--- src/rtl/exe_muldiv_if.sv ---
// Request/result bundle between the EXE stage and the multiply/divide unit.
// start is sampled only while busy=0 and is dropped otherwise; results are valid the cycle done=1.
interface exe_muldiv_if;
  logic        start;
  logic [1:0]  op;
  logic [31:0] src_a;
  logic [31:0] src_b;
  logic        flush;
  logic [31:0] hi;
  logic [31:0] lo;
  logic        busy;
  logic        done;
  logic        div_by_zero;
  logic [1:0]  state_dbg;

  modport master (
    output start, op, src_a, src_b, flush,
    input  hi, lo, busy, done, div_by_zero, state_dbg
  );

  modport slave (
    input  start, op, src_a, src_b, flush,
    output hi, lo, busy, done, div_by_zero, state_dbg
  );
endinterface

--- src/rtl/exe_muldiv.sv ---
// Iterative 32x32 multiply / 32/32 divide unit: one bit per cycle on magnitudes,
// with sign correction in a final FIX cycle. op: 00 MULTU, 01 MULT, 10 DIVU, 11 DIV.
module exe_muldiv (
  input  logic         clk,
  input  logic         rst,
  exe_muldiv_if.slave  bus
);
  typedef enum logic [1:0] {IDLE = 2'd0, CALC = 2'd1, FIX = 2'd2} state_t;

  state_t      state, state_nxt;
  logic [1:0]  op_q;
  logic        a_neg_q, b_neg_q, dz_q;
  logic [31:0] b_q;
  logic [63:0] acc;
  logic [5:0]  cnt;
  logic [31:0] hi_q, lo_q;
  logic        done_q, dbz_q;
  logic        accept, step, fix_wr, dz_wr;

  always_ff @(posedge clk or negedge rst) begin
    if (!rst) state <= IDLE;
    else      state <= state_nxt;
  end

  always_comb begin
    state_nxt = state;
    accept    = 1'b0;
    step      = 1'b0;
    fix_wr    = 1'b0;
    dz_wr     = 1'b0;
    case (state)
      IDLE: if (bus.start && !bus.flush) begin
        accept    = 1'b1;
        state_nxt = CALC;
      end
      CALC: begin
        if (bus.flush) begin
          state_nxt = IDLE;
        end else if (dz_q) begin
          dz_wr     = 1'b1;
          state_nxt = IDLE;
        end else begin
          step = 1'b1;
          if (cnt == 6'd31) state_nxt = FIX;
        end
      end
      FIX: begin
        state_nxt = IDLE;
        fix_wr    = !bus.flush;
      end
      default: state_nxt = IDLE;
    endcase
  end

  // Magnitudes are taken only for the signed ops; raw src_a is kept for divide-by-zero.
  logic        a_neg, b_neg, b_zero;
  logic [31:0] a_abs, b_abs;
  assign a_neg  = bus.op[0] & bus.src_a[31];
  assign b_neg  = bus.op[0] & bus.src_b[31];
  assign a_abs  = a_neg ? -bus.src_a : bus.src_a;
  assign b_abs  = b_neg ? -bus.src_b : bus.src_b;
  assign b_zero = bus.op[1] && (bus.src_b == 32'd0);

  // acc holds {partial product, multiplier} or {remainder, dividend/quotient}.
  logic [32:0] mul_sum, div_sh, div_rem;
  logic        div_ge;
  logic [63:0] mul_next, div_next;
  assign mul_sum  = {1'b0, acc[63:32]} + (acc[0] ? {1'b0, b_q} : 33'd0);
  assign mul_next = {mul_sum, acc[31:1]};
  assign div_sh   = {acc[63:32], acc[31]};
  assign div_ge   = div_sh >= {1'b0, b_q};
  assign div_rem  = div_ge ? div_sh - {1'b0, b_q} : div_sh;
  assign div_next = {div_rem[31:0], acc[30:0], div_ge};

  logic        res_neg;
  logic [63:0] prod_fix;
  logic [31:0] quo_fix, rem_fix, res_hi, res_lo;
  assign res_neg  = op_q[0] & (a_neg_q ^ b_neg_q);
  assign prod_fix = res_neg ? -acc : acc;
  assign quo_fix  = res_neg ? -acc[31:0] : acc[31:0];
  assign rem_fix  = (op_q[0] & a_neg_q) ? -acc[63:32] : acc[63:32];
  assign res_hi   = op_q[1] ? rem_fix : prod_fix[63:32];
  assign res_lo   = op_q[1] ? quo_fix : prod_fix[31:0];

  always_ff @(posedge clk or negedge rst) begin
    if (!rst) begin
      op_q    <= 2'd0;
      a_neg_q <= 1'b0;
      b_neg_q <= 1'b0;
      dz_q    <= 1'b0;
      b_q     <= 32'd0;
      acc     <= 64'd0;
      cnt     <= 6'd0;
      hi_q    <= 32'd0;
      lo_q    <= 32'd0;
      done_q  <= 1'b0;
      dbz_q   <= 1'b0;
    end else begin
      done_q <= fix_wr | dz_wr;
      if (accept) begin
        op_q    <= bus.op;
        a_neg_q <= a_neg;
        b_neg_q <= b_neg;
        dz_q    <= b_zero;
        b_q     <= b_abs;
        acc     <= {32'd0, b_zero ? bus.src_a : a_abs};
        cnt     <= 6'd0;
        dbz_q   <= 1'b0;
      end
      if (step) begin
        acc <= op_q[1] ? div_next : mul_next;
        cnt <= cnt + 6'd1;
      end
      if (fix_wr) begin
        hi_q <= res_hi;
        lo_q <= res_lo;
      end
      if (dz_wr) begin
        hi_q  <= acc[31:0];
        lo_q  <= 32'hFFFF_FFFF;
        dbz_q <= 1'b1;
      end
    end
  end

  assign bus.hi          = hi_q;
  assign bus.lo          = lo_q;
  assign bus.busy        = (state != IDLE);
  assign bus.done        = done_q;
  assign bus.div_by_zero = dbz_q;
  assign bus.state_dbg   = state;
endmodule

--- src/flat_wrapper.sv ---
// flat-port wrapper written by rule: the top's interface ports become plain ports
module exe_muldiv_flat 
  (clk, rst, bus_start, bus_op, bus_src_a, bus_src_b, bus_flush, bus_hi, bus_lo, bus_busy, bus_done, bus_div_by_zero, bus_state_dbg);
  exe_muldiv_if bus_i ();
  input  logic clk;
  input  logic rst;
  input wire logic [$bits(bus_i.start)-1:0] bus_start;
  input wire logic [$bits(bus_i.op)-1:0] bus_op;
  input wire logic [$bits(bus_i.src_a)-1:0] bus_src_a;
  input wire logic [$bits(bus_i.src_b)-1:0] bus_src_b;
  input wire logic [$bits(bus_i.flush)-1:0] bus_flush;
  output wire logic [$bits(bus_i.hi)-1:0] bus_hi;
  output wire logic [$bits(bus_i.lo)-1:0] bus_lo;
  output wire logic [$bits(bus_i.busy)-1:0] bus_busy;
  output wire logic [$bits(bus_i.done)-1:0] bus_done;
  output wire logic [$bits(bus_i.div_by_zero)-1:0] bus_div_by_zero;
  output wire logic [$bits(bus_i.state_dbg)-1:0] bus_state_dbg;
  assign bus_i.start = bus_start;
  assign bus_i.op = bus_op;
  assign bus_i.src_a = bus_src_a;
  assign bus_i.src_b = bus_src_b;
  assign bus_i.flush = bus_flush;
  assign bus_hi = bus_i.hi;
  assign bus_lo = bus_i.lo;
  assign bus_busy = bus_i.busy;
  assign bus_done = bus_i.done;
  assign bus_div_by_zero = bus_i.div_by_zero;
  assign bus_state_dbg = bus_i.state_dbg;
  exe_muldiv u_core (.clk(clk), .rst(rst), .bus(bus_i));
endmodule
--- config.mk ---
export PLATFORM = sky130hd
export DESIGN_NAME = exe_muldiv_flat
export DESIGN_NICKNAME = d
export VERILOG_FILES = /design/src/rtl/exe_muldiv_if.sv /design/src/rtl/exe_muldiv.sv /design/src/flat_wrapper.sv
export SDC_FILE = /design/constraint.sdc
export NUM_CORES = 1
export LEC_CHECK = 0
export ABC_AREA = 1
export BUFFER_PORTS_ARGS = -buffer_cell sky130_fd_sc_hd__buf_2
export CAP_MARGIN = 0
export CORE_MARGIN = 2
export CORE_UTILIZATION = 40
export DETAILED_ROUTE_END_ITERATION = 16
export GPL_ROUTABILITY_DRIVEN = 0
export SYNTH_ARGS = -nofsm -noshare
export SYNTH_HDL_FRONTEND = slang
export SYNTH_SLANG_ARGS = --single-unit
export TNS_END_PERCENT = 10
--- constraint.sdc ---
create_clock -name clk -period 3 [get_ports clk]
set_clock_uncertainty 0.1 [all_clocks]
set_input_delay 0.45 -clock clk [delete_from_list [all_inputs] [get_ports clk]]
set_output_delay 0.45 -clock clk [all_outputs]
set_load 0.005 [all_outputs]
======== After elaboration in Yosys (flattened, before gate mapping) ========
Index checks and enable logic that the tools add are counted.
cells by class
  $add $sub $neg .......................... 8
  $mul .................................... 0
  div/mod/pow operators ................... 0
  order comparisons ....................... 1
  eq/ne operators ......................... 5
  shift operators ......................... 0
  multiplexer cells ....................... 35
  bitwise logic cells ..................... 6
  reduce and logical (&&, ||, !) cells .... 10
operators by type and width
  operator                                              count
  two-way mux 32 bit                                    13
  two-way mux 64 bit                                    4
  negation 32 bit                                       4
  negation 64 bit                                       1
  adder 32 x 32 -> 33 bit                               1
  >= comparator 33 x 32 -> 1 bit                        1
  zero test 32 bit                                      1
  subtractor 32 bit                                     1
  two-way mux 6 bit                                     2
  two-way mux 1 bit                                     11
  two-way mux 2 bit                                     4
  nonzero test 2 bit                                    4
  adder 6 x 1 -> 6 bit (second input constant)          1
  equality test 6 x 5 -> 1 bit (second input constant)  1
  AND 1 bit                                             4
  != test 4 x 2 -> 1 bit (second input constant)        1
  case mux 2 bit (2 select lines)                       1
  equality test 2 x 1 -> 1 bit (second input constant)  1
  equality test 2 bit (second input constant)           1
  logical AND 1 bit                                     2
  zero test 2 bit                                       1
  != test 2 x 1 -> 1 bit (second input constant)        1
  AND reduction 2 bit                                   1
  zero test 1 bit                                       1
  2 further kinds                                       2
word-level totals
  flip-flop bits (word level) ............. 175
  bits in latches ......................... 0
  memory bits (writable) .................. 0
  memory bits (read-only) ................. 0
  bits of input ports ..................... 70
  output and inout bits ................... 69
  logic and storage cells ................. 77
  memories ................................ 0

======== Logic depth before layout (Yosys ltp) ========
  depth in word-level cells ............... 6
  gate-level depth with buffers ........... 21
  depth with buffers taken out ............ 19

======== Least setup slack after synthesis ========
Ideal clock, no wire load.
  path type ............................... register -> register
  from .................................... register u_core.acc[0]
  to ...................................... register u_core.acc[63]
  library setup time ...................... 0.065 ns
  data arrival time ....................... 2.545 ns
  data required time ...................... 2.835 ns
  path slack .............................. 0.290 ns
  stages on the path, launching flop included .. 18
  path buffers ............................ 2
  period minus slack after synthesis ...... 2.710 ns
  cell sequence ........................... dfrtp_1 -> buf_2 -> clkbuf_1 -> nand2_1 -> inv_1 -> ha_1 -> inv_1 -> fa_1 -> o21ai_0 -> a21oi_1 -> or2_2 -> nand3_1 -> nand2_1 -> nand2_1 -> nand2_1 -> inv_1 -> nand2_1 -> nand2_1
on the way
  longest elaborated chain between the ends .. 4
ends and longest elaborated chain
  item                     RTL line           RTL
  start, declared          exe_muldiv.sv:14   logic [63:0] acc;
  start signal, assigned   exe_muldiv.sv:106  acc <= {32'd0, b_zero ? bus.src_a : a_abs};
  start signal, assigned   exe_muldiv.sv:111  acc <= op_q[1] ? div_next : mul_next;
  two-way mux 32 bit       exe_muldiv.sv:68   assign mul_sum = {1'b0, acc[63:32]} + (acc[0] ? {1'b0, b_q} : 33'd0);
  adder 32 x 32 -> 33 bit  exe_muldiv.sv:68
  two-way mux 64 bit       exe_muldiv.sv:111
  two-way mux 64 bit       exe_muldiv.sv:110  if (step) begin
No other way between the ends.
A chain may end at the register's enable or synchronous reset.

======== Worst setup path in the final report ========
  from .................................... register u_core.acc[0]
  to ...................................... register u_core.acc[60]
The elaborated chain is that of the path after synthesis.

==> out/results.ini <==
[timing]
finalMaxSlewViolations=0
min_period_over_period_pct=97.2
holdWs_ns=0.175
period_needed_ns=2.92
hold_viol=0
worst_slew_pin_slew_ns=0.851
rsz0062_at_grt=false
fmax_mhz=343
setup_violations=0
setup_tns_ns=0
relSlewSlack_pct=43.3

[floorplanning]
core_area_sq_um=43300
rows=76
fp.dieW_microns=214
fp.dieArea_sq_um=45800
io-pin-count=139
start_util_pct=40.7
die_h_microns=214

[hold_path]
hold_path.class=input pin to flop
hold_depth=3
hold_path.startpoint=bus_src_b[30]
min_to=u_core.b_q[30]

[clocking]
cts_buffer_depth=2
cts_sinks=175
clockRootBuffer=clkbuf_16
clkLatencyLatePin_ns=0.50
cts_setup_buffers=0
cts_tree=built
htree_levels=4
path_clk_slew_ns=0.08
cts_buffers=17

[global_route]
track_usage_pct=30.8
grt_max_degree=73
grt_antenna_before_repair=5
overflow=0
grt_pass1_vias=19100
grt_first_pass_wirelength_mm=111

[critical_path]
critPathKind=flop to flop
r2r-end=u_core.acc[60]
cp_max_fo=30
start_kind=flop
reg2reg_slack_ns=0.08
path_cells=buf_12 -> nand2_1 -> inv_1 -> ha_1 -> nand2_1 -> nor2_1 -> inv_1 -> nor2_1 -> nand2_1 -> nand2_1 -> nand3b_1 -> nand3_1 -> nand3_1 -> nand3_1 -> nand2_1
cp_common_cell=nand2_1
arrival_ns=3.20
critPathRequiredTime_ns=3.28
cp-startpoint=u_core.acc[0]
endpoint_kind=flop
slowest_stage=dfrtp_1
reg2reg_from=u_core.acc[0]
r2r_cells=15
cpPeakStageDelay_ns=0.42

[routing]
drc=0
wire_per_inst_microns=18.8
first_pass_iters=8
vias_per_cell=5.49
ant_nets=0
first_iter_violations=2558
via_count=21000
wl_mm=71.7

[layout]
nNetsFinal=3366
layout-drive-gt1-share_pct=9.73
fin_cells=3824
area_growth_pct=14.6

[power]
max-vdd-ir-drop_mv=0.633
cellPowerDensity_nw_per_um2=1080
finalPower_uw=21700
power.leakage_uw=0.0107

[synthesis]
synth_common_cells=nand2_1 (991), inv_1 (452), nor2_1 (340)
ys_types=49
syn_nets=3198
ys_ff_latch=175
seq_area_frac_synth_pct=24.8
synth_edf_count=0
yosysTopAreaCell=dfrtp_1
async_reset_ff_share_pct=100
yosysMostFrequentCell=nand2_1
syn_area_sq_um=17600
yosys_warnings=0
synth_ff_type=dfrtp_1
netlist_top_cells_area=dfrtp_1 (25%), nand2_1 (21%), inv_1 (9.6%)
synth_top_area_share_pct=24.8
netlist_instances=3057
avgSynthCellArea_sq_um=5.77

[flow_run]
maxCapViolations=0

[run_status]
status=finished clean

[placed_design]
port_buffers=138
place_inst=3790
dp_hpwl_mm=57.4

-- how the worst max path moves through the flow --
stage                     end  slack [ns]  depth (start not counted)
2_1_floorplan  u_core.acc[63]        0.29                         17
3_3_place_gp   u_core.acc[61]        0.15                         17
3_5_place_dp   u_core.acc[58]        0.05                         16
4_1_cts        u_core.acc[58]        0.03                         16
5_1_grt        u_core.acc[58]        0.01                         17
6_report       u_core.acc[60]        0.08                         15
-- state kept, by name, indices dropped and copies added (netlist names) --
name                    cells
u_core.bus.div_by_zero      1
u_core.bus.hi              32
u_core.bus.state_dbg        2
u_core.op_q                 2
u_core.dz_q                 1
u_core.a_neg_q              1
u_core.acc                 64
u_core.bus.lo              32
u_core.b_q                 32
u_core.cnt                  6
u_core.b_neg_q              1
u_core.bus.done             1
-- routing by layer --
layer	share of wire [%]	track usage [%]	vias up	routed length (microns)
met1	45	44.9	9697	32000
li1	-	-	10100	-
met3	11	6.46	147	7840
met4	3.7	12.3	10	2640
met5	0.088	0	-	63
met2	41	44.1	1043	29200
-- per-stage QoR --
| stage | area (sq um) | setup WS, ns | utilization (%) |
|---|---|---|---|
| floorplan | 17600 | 0.290 | - |
| global placement | 19600 | 0.149 | 45.2 |
| detailed placement | 19600 | 0.0544 | 45.2 |
| CTS | 20200 | 0.0343 | 46.6 |
| global route | 20200 | 0.0140 | 46.7 |
| finish | 20200 | 0.0844 | 46.7 |
-- timing repair --
action / 4_1_cts / 5_1_grt
hold buffers: 1 / 0
resized for setup: 0 / 4
hold endpoints to repair: 69 / 0
setup endpoints to repair: 0 / 17
-- final cells by class --
| type | instances | area [sq um] |
|---|---|---|
| flip-flops and latches | 175 | 4380 |
| diodes | 1 | 2.50 |
| clock buffers | 17 | 425 |
| multi-input cells | 2328 | 11100 |
| inverters | 460 | 1730 |
| clock inverters | 15 | 179 |
| repair buffers | 243 | 1600 |
| fillers | 4624 | 23100 |
| well taps | 585 | 732 |
-- logic make-up after synthesis --
logic type / Yosys count / synth area share [%]
buf+inv: 554 / 12.0
flops: 175 / 24.8
fa+ha+maj: 71 / 5.13
compound gates: 404 / 12.6
simple gates: 1798 / 42.7
xor+xnor: 55 / 2.73
-- report_power, final --
| part | internal [uW] | switching, uW |
|---|---|---|
| clock network | 1250 | 1140 |
| registers | 3220 | 917 |
| logic | 4790 | 10400 |
-- cell usage in the layout, fill, tap and decap left out, types with 16 or more instances in the layout --
cell type | netlist | routed
inv_1 | 452 | 452
nand4_1 | 61 | 61
buf_2 | 21 | 137
clkbuf_16 | 0 | 17
a21oi_1 | 132 | 132
nor3_1 | 36 | 33
nor2_1 | 340 | 338
nand2_1 | 991 | 991
buf_4 | 2 | 95
dfrtp_1 | 175 | 175
o21bai_1 | 16 | 16
ha_1 | 69 | 69
a31oi_1 | 20 | 20
nand3_1 | 320 | 320
xor2_1 | 48 | 48
o21ai_0 | 181 | 179
-- critical path, delay by kind of cell, from the launching register on --
family / cells / cell delay (ns)
fa+ha+maj: 1 / 0.37
buf+inv: 3 / 0.40
flops: 1 / 0.42
simple gates: 11 / 1.52
Note: power is estimated with default switching activity, not from simulation.
